**config.mk**
```make
export PLATFORM = sky130hd
export DESIGN_NAME = vfifo_sc_fifo_ctrl
export DESIGN_NICKNAME = d
export VERILOG_FILES = /design/src/rtl/vfifo_sc_fifo_ctrl.sv
export SDC_FILE = /design/constraint.sdc
export NUM_CORES = 1
export LEC_CHECK = 0
export ABC_AREA = 1
export CORE_ASPECT_RATIO = 1.2
export CORE_MARGIN = 4
export CORE_UTILIZATION = 43
export DETAILED_ROUTE_END_ITERATION = 7
export GPL_TIMING_DRIVEN = 0
export PLACE_DENSITY = 0.72
export SKIP_LAST_GASP = 1
export SLEW_MARGIN = 20
export SYNTH_ARGS = -nofsm -noshare
export SYNTH_HDL_FRONTEND = slang
export SYNTH_SLANG_ARGS = --single-unit
```
**constraint.sdc**
```tcl
create_clock -name clk -period 2.6 [get_ports clk]
set_input_delay 0.78 -clock clk [delete_from_list [all_inputs] [get_ports clk]]
set_output_delay 0.78 -clock clk [all_outputs]
set_load 0.02 [all_outputs]
```
**src/rtl/vfifo_sc_fifo_ctrl.sv**
```systemverilog
// +--------------------------------------------------------------------------+
// | vfifo_sc_fifo_ctrl : single-clock FIFO controller for an external        |
// | dual-port RAM (write port A, registered read port B).                    |
// | Optional almost-full/almost-empty flags: define VFIFO_ALMOST_FLAGS_EN.   |
// | Revision: 1.0                                                            |
// +--------------------------------------------------------------------------+
`default_nettype none

module vfifo_sc_fifo_ctrl #(
  parameter int ADDR_WIDTH = 8,
  parameter int AF_LEVEL   = (1 << ADDR_WIDTH) - 4,
  parameter int AE_LEVEL   = 4
) (
  input  logic                  clk,
  input  logic                  rst,
  input  logic                  wr_req,
  input  logic                  rd_req,
  input  logic                  flush,
  output logic [ADDR_WIDTH-1:0] adr_a,
  output logic                  we_a,
  output logic [ADDR_WIDTH-1:0] adr_b,
  output logic                  rd_valid,
  output logic                  full,
  output logic                  empty,
  output logic [ADDR_WIDTH:0]   fill_cnt,
  output logic                  almost_full,
  output logic                  almost_empty,
  output logic                  ovf,
  output logic                  unf
);

  localparam logic [ADDR_WIDTH:0] C_ONE = {{ADDR_WIDTH{1'b0}}, 1'b1};

  logic [ADDR_WIDTH:0] wr_ptr_q, wr_ptr_d;
  logic [ADDR_WIDTH:0] rd_ptr_q, rd_ptr_d;
  logic [ADDR_WIDTH:0] fill_cnt_q, fill_cnt_d;
  logic                rd_valid_q, rd_valid_d;
  logic                ovf_q, ovf_d;
  logic                unf_q, unf_d;
  logic                w_full, w_empty, w_wr_acc, w_rd_acc;

  // MSB is the wrap toggle: equal low bits with differing MSBs means a full lap.
  assign w_full   = (wr_ptr_q[ADDR_WIDTH-1:0] == rd_ptr_q[ADDR_WIDTH-1:0]) &&
                    (wr_ptr_q[ADDR_WIDTH] != rd_ptr_q[ADDR_WIDTH]);
  assign w_empty  = (wr_ptr_q == rd_ptr_q);
  assign w_wr_acc = wr_req & ~w_full & ~flush;
  assign w_rd_acc = rd_req & ~w_empty & ~flush;

  always_comb begin
    wr_ptr_d   = wr_ptr_q;
    rd_ptr_d   = rd_ptr_q;
    fill_cnt_d = fill_cnt_q;
    rd_valid_d = 1'b0;
    ovf_d      = ovf_q;
    unf_d      = unf_q;
    if (flush) begin
      wr_ptr_d   = '0;
      rd_ptr_d   = '0;
      fill_cnt_d = '0;
      ovf_d      = 1'b0;
      unf_d      = 1'b0;
    end else begin
      if (w_wr_acc) wr_ptr_d = wr_ptr_q + C_ONE;
      if (w_rd_acc) rd_ptr_d = rd_ptr_q + C_ONE;
      case ({w_wr_acc, w_rd_acc})
        2'b10:   fill_cnt_d = fill_cnt_q + C_ONE;
        2'b01:   fill_cnt_d = fill_cnt_q - C_ONE;
        default: fill_cnt_d = fill_cnt_q;
      endcase
      // RAM samples adr_b at the accept edge, so q_b is valid one cycle later.
      rd_valid_d = w_rd_acc;
      ovf_d      = ovf_q | (wr_req & w_full);
      unf_d      = unf_q | (rd_req & w_empty);
    end
  end

  always_ff @(posedge clk or posedge rst) begin
    if (rst) begin
      wr_ptr_q   <= '0;
      rd_ptr_q   <= '0;
      fill_cnt_q <= '0;
      rd_valid_q <= 1'b0;
      ovf_q      <= 1'b0;
      unf_q      <= 1'b0;
    end else begin
      wr_ptr_q   <= wr_ptr_d;
      rd_ptr_q   <= rd_ptr_d;
      fill_cnt_q <= fill_cnt_d;
      rd_valid_q <= rd_valid_d;
      ovf_q      <= ovf_d;
      unf_q      <= unf_d;
    end
  end

  assign adr_a    = wr_ptr_q[ADDR_WIDTH-1:0];
  assign adr_b    = rd_ptr_q[ADDR_WIDTH-1:0];
  assign we_a     = w_wr_acc;
  assign rd_valid = rd_valid_q;
  assign full     = w_full;
  assign empty    = w_empty;
  assign fill_cnt = fill_cnt_q;
  assign ovf      = ovf_q;
  assign unf      = unf_q;

`ifdef VFIFO_ALMOST_FLAGS_EN
  localparam logic [ADDR_WIDTH:0] C_AF_THR = AF_LEVEL[ADDR_WIDTH:0];
  localparam logic [ADDR_WIDTH:0] C_AE_THR = AE_LEVEL[ADDR_WIDTH:0];

  logic almost_full_q, almost_full_d;
  logic almost_empty_q, almost_empty_d;

  // Compared against the next count so the flags line up with fill_cnt.
  always_comb begin
    almost_full_d  = (fill_cnt_d >= C_AF_THR);
    almost_empty_d = (fill_cnt_d <= C_AE_THR);
  end

  always_ff @(posedge clk or posedge rst) begin
    if (rst) begin
      almost_full_q  <= 1'b0;
      almost_empty_q <= 1'b1;
    end else begin
      almost_full_q  <= almost_full_d;
      almost_empty_q <= almost_empty_d;
    end
  end

  assign almost_full  = almost_full_q;
  assign almost_empty = almost_empty_q;
`else
  logic unused_cfg;
  assign unused_cfg   = ^{AF_LEVEL, AE_LEVEL};
  assign almost_full  = 1'b0;
  assign almost_empty = 1'b0;
`endif

endmodule

`default_nettype wire

```
==> results of run 1 <==
placed cells by master, fill, tap and decap left out, drive strengths merged, types with 7 or more instances in the layout:
cell,count
inv,33
nand3,15
nor3,7
clkdlybuf4s50,30
xnor2,10
buf,44
o21ai,23
nand2,67
dfrtp,30
clkbuf,10
ha,9
nor2,13
a21oi,15
worst paths after layout:
check                               to  slack (ps)  cells after the start
min                                unf         520                      2
min in group asynchronous  wr_ptr_q[4]         900                      2
max reg2reg                fill_cnt[5]          50                     17
max in group asynchronous  wr_ptr_q[6]        1230                      2
min reg2reg                        unf         520                      2
max                               we_a          20                      4
synth_stat cells:
cell and instances:
nand3_1 13, xnor2_1 10, nand4_1 2, nor2_1 10, o31ai_1 1, ha_1 9
nor2_8 1, inv_1 31, xor2_1 3, o21ba_2 1, conb_1 1, nor2_2 2
dfrtp_1 30, nand2_1 62, o21a_1 2, nor3_1 7, clkbuf_1 2, a21oi_1 15
buf_4 18, nand3_2 2, o21ai_0 17, fa_1 1, nand2_4 5, o21ai_1 6
and3_1 1, a31oi_1 1, inv_2 2
power breakdown:
group / leakage, uW / internal (uW) / switching, uW
registers: 0.000402 / 502 / 41.9
logic: 0.000925 / 196 / 243
clock network: 0.0000482 / 213 / 183
stage by stage:
stage | setup WS, ps | util (%) | instances
final | 19.31 | 64.29 | 380
after global routing | -73.81 | 64.29 | 380
after CTS | -255.1 | 58.12 | 355
after detailed placement | -650.7 | 55.28 | 346
after global placement | -630.0 | 55.28 | 346
after floorplan | 73.23 | - | 256
what timing repair did:
item | CTS | global route
endpoints found under the setup margin | 8 | 8
gates resized for setup | 12 | 29
pin swaps | 2 | 13
setup buffers | 1 | 25
hold endpoints to repair | 0 | 0
registers in the layout, indices dropped and copies added, names as in the netlist:
name / flops
fill_cnt: 9
ovf: 1
rd_ptr_q: 9
rd_valid: 1
unf: 1
wr_ptr_q: 9
critical path: stages:
cell             delay, ps
clkdlybuf4s50_1        520
nand2_4                100
nor2_2                 190
clkbuf_2               210
layout make-up:
cell class / instances / area (um2) / share of cell area [%]
timing repair buffer: 60 / 526.8 / 18.79
sequential: 30 / 758.2 / 27.05
clock inverter: 1 / 5.005 / 0.1786
inverter: 33 / 131.4 / 4.687
multi-input combinational: 173 / 1081 / 38.57
clock buffer: 7 / 86.33 / 3.080
buffer: 20 / 143.9 / 5.134
tap: 56 / 70.07 / 2.500
per-layer routing:
layer | track usage, % | vias to the layer above | part of all wire (%)
met5 | 0 | - | 0
met4 | 6.513 | 0 | 1.6
met3 | 4.237 | 8 | 3.7
met2 | 29.30 | 38 | 52
met1 | 18.08 | 867 | 42
li1 | - | 942 | -
cell families after synthesis:
group           count (synthesis)  synth area share (%)
compound gates                 43                 11.48
xor+xnor                       13                 5.709
fa+ha+maj                      10                 6.650
buf+inv                        53                 13.36
flops                          30                 37.64
other cells                     1                0.1880
simple gates                  105                 24.97
==> impl_results.md, run 1 <==
* Slew headroom at 56.51%
* Crit path from: wr_req
* Layout cell share with drive strength beyond 1 at 29.01%
* Seq/Total Area, Yosys at 37.64%
* Tot Pwr at 1380 uW
* FF+latch count, synth at 30
* Dpl hpwl at 3232 um
* Final wirelength at 4782 um
* Max-cap viol count at 0
* Final Wtd Congestion at 0.8178
* Global Route Usage Sum at 16.12%
* Area grow syn2layout at 40.53%
* Endpoints failing hold at 0
* Syn_area_per_cell at 7.821 um2
* Drt drc at 0
* Vias in the first global route at 1649
* CTS Buf Count at 5
* CP endpoint kind: primary output
* Placed inst area at 0.002410 mm2
* Clock buffer depth at 2
* Fin crit share at 99.26%
* Die H at 82.61 um
* Core area at 0.004359 mm2
* Clock transition at path regs at 70 ps
* Vias at 1855
* Crit-path max FO at 5
* Worst Tran Pin Value at 651.5 ps
* Leak pwr at 0.001375 uW
* Post-Syn Instances at 255
* Setup TNS at 0 ps
* Hold_buf cts at 0
* Final Max Tran Viols at 0
* Initial drt markers at 102
* Row count at 26
* Clk sinks at 30
* Power density cells at 492.4 mW/mm2
* CTS tree: done
* Warnings, synthesis at 0
* Cell variety after synth at 27
* GRT overflow at 0
* Yosys top cell by area: dfrtp_1
* Status: finished, final reports clean
* Filler cells at 403
* DIE WIDTH at 70.17 um
* Synth area leaders: dfrtp_1, nand2_1, buf_4, inv_1, ha_1
* RSZ-0062 raised after global routing: yes
* Achievable Freq at 387.5 MHz
* Die Area at 0.005796 mm2
* Critical setup path kind: primary input to primary output
* Root Buffer Master: clkbuf_8
* Setup Viol. Count Final at 0
* Antenna cells at 0
* Worst path arrival time at 1800 ps
* RR Startpoint: wr_ptr_q[3]
* Final instance area at 0.002803 mm2
* Initial core utilization at 45.75%
* Worst hold start: unf
* Top cell type's share of synthesized area at 37.64%
* Antenna viol nets, final at 0
* Worst min path class: register to register
* Later-pin clock latency in the skew report at 290 ps
* Avg WL per Cell at 12.58 um
* Pre-antenna DRT Iters at 4
* H-Tree Level Count at 2
* # IOs at 38
* Critical Path Start Type: primary input
* Clock skew at 6.327 ps
* Mapped Area at 0.001994 mm2
* Nets at 338
* Avg Vias per Cell at 4.882
* Hold_ws at 521.3 ps
* Max IR drop VDD at 0.0003677 V
* PortBufs at 34
* Largest net degree at the start of global routing at 31
* CP required at 1820 ps
* Tmin final at 2581 ps
* First-pass GRT wire length at 7369 um
* Initial antenna violation count at 0
No activity file was read; power rests on OpenSTA's default activity.
==> run 2: changes to the inputs <==
--- a/config.mk
+++ b/config.mk
@@ -10,7 +10,8 @@
 export CORE_MARGIN = 4
 export CORE_UTILIZATION = 43
 export DETAILED_ROUTE_END_ITERATION = 7
-export GPL_TIMING_DRIVEN = 0
+export GPL_ROUTABILITY_DRIVEN = 1
+export GPL_TIMING_DRIVEN = 1
 export PLACE_DENSITY = 0.72
 export SKIP_LAST_GASP = 1
 export SLEW_MARGIN = 20
==> impl_results.md, run 2 (synthesis results as in run 1) <==
* Status: finished, final reports clean
* Pre-antenna DRT Iters at 4
* GRT overflow at 0
* Crit-path max FO at 5
* DIE WIDTH at 70.17 um
* Antenna viol nets, final at 0
* Max IR drop VDD at 0.0004297 V
* Nets at 349
* FF-to-FF setup slack at 20 ps
* Later-pin clock latency in the skew report at 290 ps
* RR Startpoint: wr_ptr_q[4]
* Slew headroom at 67.01%
* Die H at 82.61 um
* Worst Reg2Reg Path Length in Cells at 16
* Tmin final at 2584 ps
* Layout cell share with drive strength beyond 1 at 27.16%
* Antenna cells at 0
* Setup WS pre-CTS at -428.8 ps
* Clock transition at path regs at 70 ps
* CP required at 2770 ps
* Switching power at 480.2 uW
* Power density cells at 495.6 mW/mm2
* Worst path arrival time at 2760 ps
* CTS tree: done
* Worst min path class: register to register
* Setup Viol. Count Final at 0
* Die Area at 0.005796 mm2
* Critical setup path kind: register to register
* Pint at 949.7 uW
* Reg2Reg Capture Point: fill_cnt[8]
* Vias in the first global route at 1811
* CTS Buf Count at 5
* Largest net degree at the start of global routing at 31
* Crit path from: wr_ptr_q[4]
* Most frequent cells in the layout: nand2_1, buf_4, inv_1, dfrtp_1, clkdlybuf4s50_1
* Final worst slack at 15.92 ps
* Dpl hpwl at 3599 um
* Initial antenna violation count at 0
* Final Non-Filler Cells at 391
* Avg Vias per Cell at 4.857
* Clock buffer depth at 2
* Initial drt markers at 69
* Drt drc at 0
* Placed insts at 375
* Sequential power share at 38.2%
* Fin crit share at 99.39%
* Global Route Usage Sum at 17.23%
* Sw frac at 33.58%
* Achievable Freq at 387.0 MHz
* Worst Tran Pin Value at 491.1 ps
* PortBufs at 35
* RSZ-0062 raised after global routing: yes
* H-Tree Level Count at 2
* Area grow syn2layout at 44.67%
* Avg WL per Cell at 12.97 um
* Core area at 0.004359 mm2
* Critical Path Sink: fill_cnt[8]
* Leak pwr at 0.001438 uW
* Endpoints failing hold at 0
* Commonest non-fill, non-tap cell in the layout: nand2_1
* Clock group share of total power at 27.4%
* Vias at 1899
* Root Buffer Master: clkbuf_8
* Final Wtd Congestion at 0.8249
* Tot Pwr at 1430 uW
* Hold_buf cts at 0
* CP endpoint kind: register
* Clock skew at 11.25 ps
* Row count at 26
* First-pass GRT wire length at 7859 um
* Clk sinks at 30
* Initial core utilization at 45.75%
* Max-cap viol count at 0
* # IOs at 38
* Final Max Tran Viols at 0
* Setup TNS at 0 ps
* Combinational power share at 34.5%
* Critical Path Start Type: register
* Final wirelength at 5070 um
==> run 2: cell types whose count changed in the layout (fill, tap and decap cells not counted), moves of 2 or more <==
cell,change
a21oi_2,+2
dfrtp_1,+6
nand2_2,-3
nand2_1,+3
dfrtp_2,-6
inv_1,+5
inv_2,-5
buf_4,+11
xnor2_1,+2
ha_4,+2
xnor2_2,-2
==> run 2: cell type report <==
cell class              instances  area, um2
repair buffers                 91      759.5
flip-flops and latches         30      750.7
clock inverters                 1      5.005
multi-input cells             173       1085
inverters                      33      128.9
fillers                       364       1474
well taps                      56      70.07
clock buffers                   7      86.33
==> run 2: repair_timing <==
action	4_1_cts	5_1_grt
gates cloned	0	0
gates resized for setup	11	20
setup endpoints to repair	7	7
setup buffers	1	7
pin swaps	0	15
==> run 2: routing by layer <==
metal | share of wire (%) | vias up | track usage [%] | wire length [um]
li1 | - | 962 | - | -
met1 | 41 | 875 | 19.20 | 2074
met2 | 53 | 49 | 33.27 | 2678
met3 | 4.2 | 13 | 3.027 | 213
met4 | 2.1 | 0 | 5.747 | 104
met5 | 0 | - | 0 | 0
==> run 2: stage by stage <==
stage	hold WS (ps)	area (um2)	utilization [%]
final	516.0	2885	66.19
after global routing	555.5	2885	66.19
after CTS	519.3	2755	63.20
after detailed placement	508.4	2636	60.48
after global placement	502.1	2636	60.48
after floorplan	522.1	1999	-
==> run 2: power by group through the flow <==
stage                     sequential (uW)  combinational [uW]  clock, uW
final                                 546                 493        391
after detailed placement              547                 451          0
after floorplan                       577                 212          0
after global placement                547                 443          0
after CTS                             541                 461        403
after global routing                  552                 537        420
==> run 2: worst max-delay path, cell delays in order, from the launching register on <==
cell     delay, ps
dfrtp_1        390
xnor2_1        190
nand2_1        120
nor2_4         200
nand3_4        120
nand2_4        110
nor2_8          40
nand2_4         70
inv_6           50
buf_4          150
ha_1           310
a21oi_1        160
o21ai_0        110
a31oi_2        190
nand3_1        110
nand3_1        100
nand2_1         50
==> run 2: worst min path at each step <==
| stage | start | to | slack, ps | cells past startpoint |
|---|---|---|---|---|
| CTS | unf | unf | 520 | 2 |
| floorplan | rd_ptr_q[8] | rd_ptr_q[8] | 520 | 1 |
| detailed placement | unf | unf | 510 | 2 |
| global route | unf | unf | 560 | 2 |
| finish | ovf | ovf | 520 | 2 |
| global placement | fill_cnt[7] | fill_cnt[7] | 500 | 2 |
==> run 3: changes to the inputs <==
--- a/config.mk
+++ b/config.mk
@@ -12,7 +12,7 @@
 export DETAILED_ROUTE_END_ITERATION = 7
 export GPL_ROUTABILITY_DRIVEN = 1
 export GPL_TIMING_DRIVEN = 1
-export PLACE_DENSITY = 0.72
+export PLACE_DENSITY = 0.69
 export SKIP_LAST_GASP = 1
 export SLEW_MARGIN = 20
 export SYNTH_ARGS = -nofsm -noshare
==> constraint.sdc (replaced) <==
create_clock -name clk -period 2.4 [get_ports clk]
set_input_delay 0.72 -clock clk [delete_from_list [all_inputs] [get_ports clk]]
set_output_delay 0.72 -clock clk [all_outputs]
set_load 0.02 [all_outputs]
==> impl_results.md, run 3 (synthesis results as in run 1) <==
* Row count at 26
* Hold_buf cts at 0
* Status: finished with violations
* Placed inst area at 0.002694 mm2
* Leak pwr at 0.001586 uW
* Setup Viol. Count Final at 7
* Avg WL per Cell at 13.18 um
* DIE WIDTH at 70.17 um
* Later-pin clock latency in the skew report at 280 ps
* First-pass GRT wire length at 8583 um
* CP required at 2570 ps
* Worst min path class: register to register
* Tmin final at 2648 ps
* Final Max Tran Viols at 0
* Largest net degree at the start of global routing at 31
* Antenna viol nets, final at 0
* Dpl hpwl at 3556 um
* Final worst slack at -248.2 ps
* PortBufs at 35
* Drt drc at 0
* Area grow syn2layout at 59.47%
* Pre-antenna DRT Iters at 5
* Power density cells at 527.9 mW/mm2
* Endpoints failing hold at 0
* Vias at 2030
* Commonest non-fill, non-tap cell in the layout: buf_4
* Hold_ws at 520.6 ps
* Initial antenna violation count at 0
* Root Buffer Master: clkbuf_8
* Most frequent cells in the layout: buf_4, nand2_1, dfrtp_1, clkdlybuf4s50_1, inv_1
* GRT overflow at 0
* Critical Path Start Type: primary input
* Clk sinks at 30
* Layout cell share with drive strength beyond 1 at 37.85%
* Vias in the first global route at 1963
* Worst path arrival time at 2820 ps
* Filler cells at 350
* Clock transition at path regs at 60 ps
* Avg Vias per Cell at 4.856
* Multi-input gate area at 0.001142 mm2
* Setup TNS at -1113 ps
* Global Route Usage Sum at 18.93%
* Fin crit share at 110.3%
* Final instance area at 0.003181 mm2
* H-Tree Level Count at 2
* Final Wtd Congestion at 0.7872
* Max-cap viol count at 0
* Initial drt markers at 120
* CTS tree: done
* Die H at 82.61 um
* Initial core utilization at 45.75%
* Critical setup path kind: primary input to register
* Footprint of the flip-flops and latches at 750.7 um2
* RSZ-0062 raised after global routing: yes
* CTS Buf Count at 5
* Violated checks: negative setup slack
* Die Area at 0.005796 mm2
* Nets at 376
* Clock buffer depth at 2
* Clock skew at 8.219 ps
* Final wirelength at 5510 um
* Max IR drop VDD at 0.0004258 V
* Core area at 0.004359 mm2
* Achievable Freq at 377.6 MHz
* CP endpoint kind: register
* # IOs at 38
* Antenna cells at 0
* Crit-path max FO at 7
run 3: cell count changes in the layout (fill, tap and decap cells not counted), sizes merged:
cell,previous run,this run
dlygate4sd2,4,2
clkdlybuf4s15,0,1
clkbuf,9,7
buf,56,85
clkinvlp,0,1
clkdlybuf4s50,29,30
inv,33,32
run 3: what timing repair did:
| action | in CTS | in global routing |
|---|---|---|
| hold endpoints to repair | 0 | 0 |
| pin swaps | 15 | 29 |
| setup buffers | 19 | 15 |
| endpoints found under the setup margin | 8 | 13 |
| gates resized for setup | 23 | 27 |
run 3: through the flow:
step                util, %  cells  worst slack, ps  power (uW)
detailed placement    61.80    377           -541.8        1110
global placement      61.80    377           -534.7        1102
floorplan                 -    256           -101.9       868.6
CTS                   68.20    404           -169.9        1605
global route          72.96    418           -388.6        1772
finish                72.96    418           -248.2        1679
run 3: final cells by class:
| class | instances | area share (%) |
|---|---|---|
| repair buffers | 118 | 31.31 |
| well taps | 56 | 2.203 |
| inverters | 33 | 4.091 |
| clock inverters | 1 | 0.1574 |
| clock buffers | 7 | 2.714 |
| multi-input cells | 173 | 35.92 |
| flip-flops and latches | 30 | 23.60 |
run 3: critical path, stage by stage:
cell             delay (ps)
clkdlybuf4s50_1         470
nand2_4                 120
nor2_8                   40
nand2_4                  60
clkinvlp_4              180
buf_6                   170
fa_2                    340
a21oi_2                 160
o21ai_2                  90
a31oi_1                 210
nand3_1                 110
nand3_1                  90
nand2_1                  50
run 3: per-layer routing:
layer	GRT usage [%]	up-vias	part of all wire (%)
li1	-	1012	-
met1	21.11	938	40
met2	35.92	65	53
met3	3.269	15	4.5
met4	7.663	0	1.9
met5	0	-	0
run 3: path summary, 6_finish.rpt:
kind                       cells past startpoint   startpoint          end  slack (ps)
min                                            2          unf          unf         520
max                                           13       rd_req  fill_cnt[8]        -250
min in group asynchronous                      3          rst  rd_ptr_q[8]         820
max in group asynchronous                      3          rst  fill_cnt[2]        1290
max reg2reg                                   18  rd_ptr_q[0]  fill_cnt[8]        -240
min reg2reg                                    2          unf          unf         520
run 3: power by group:
group | internal, uW | switching [uW]
clock network | 231 | 186
registers | 544 | 46.3
logic | 354 | 317
total | 1130 | 550
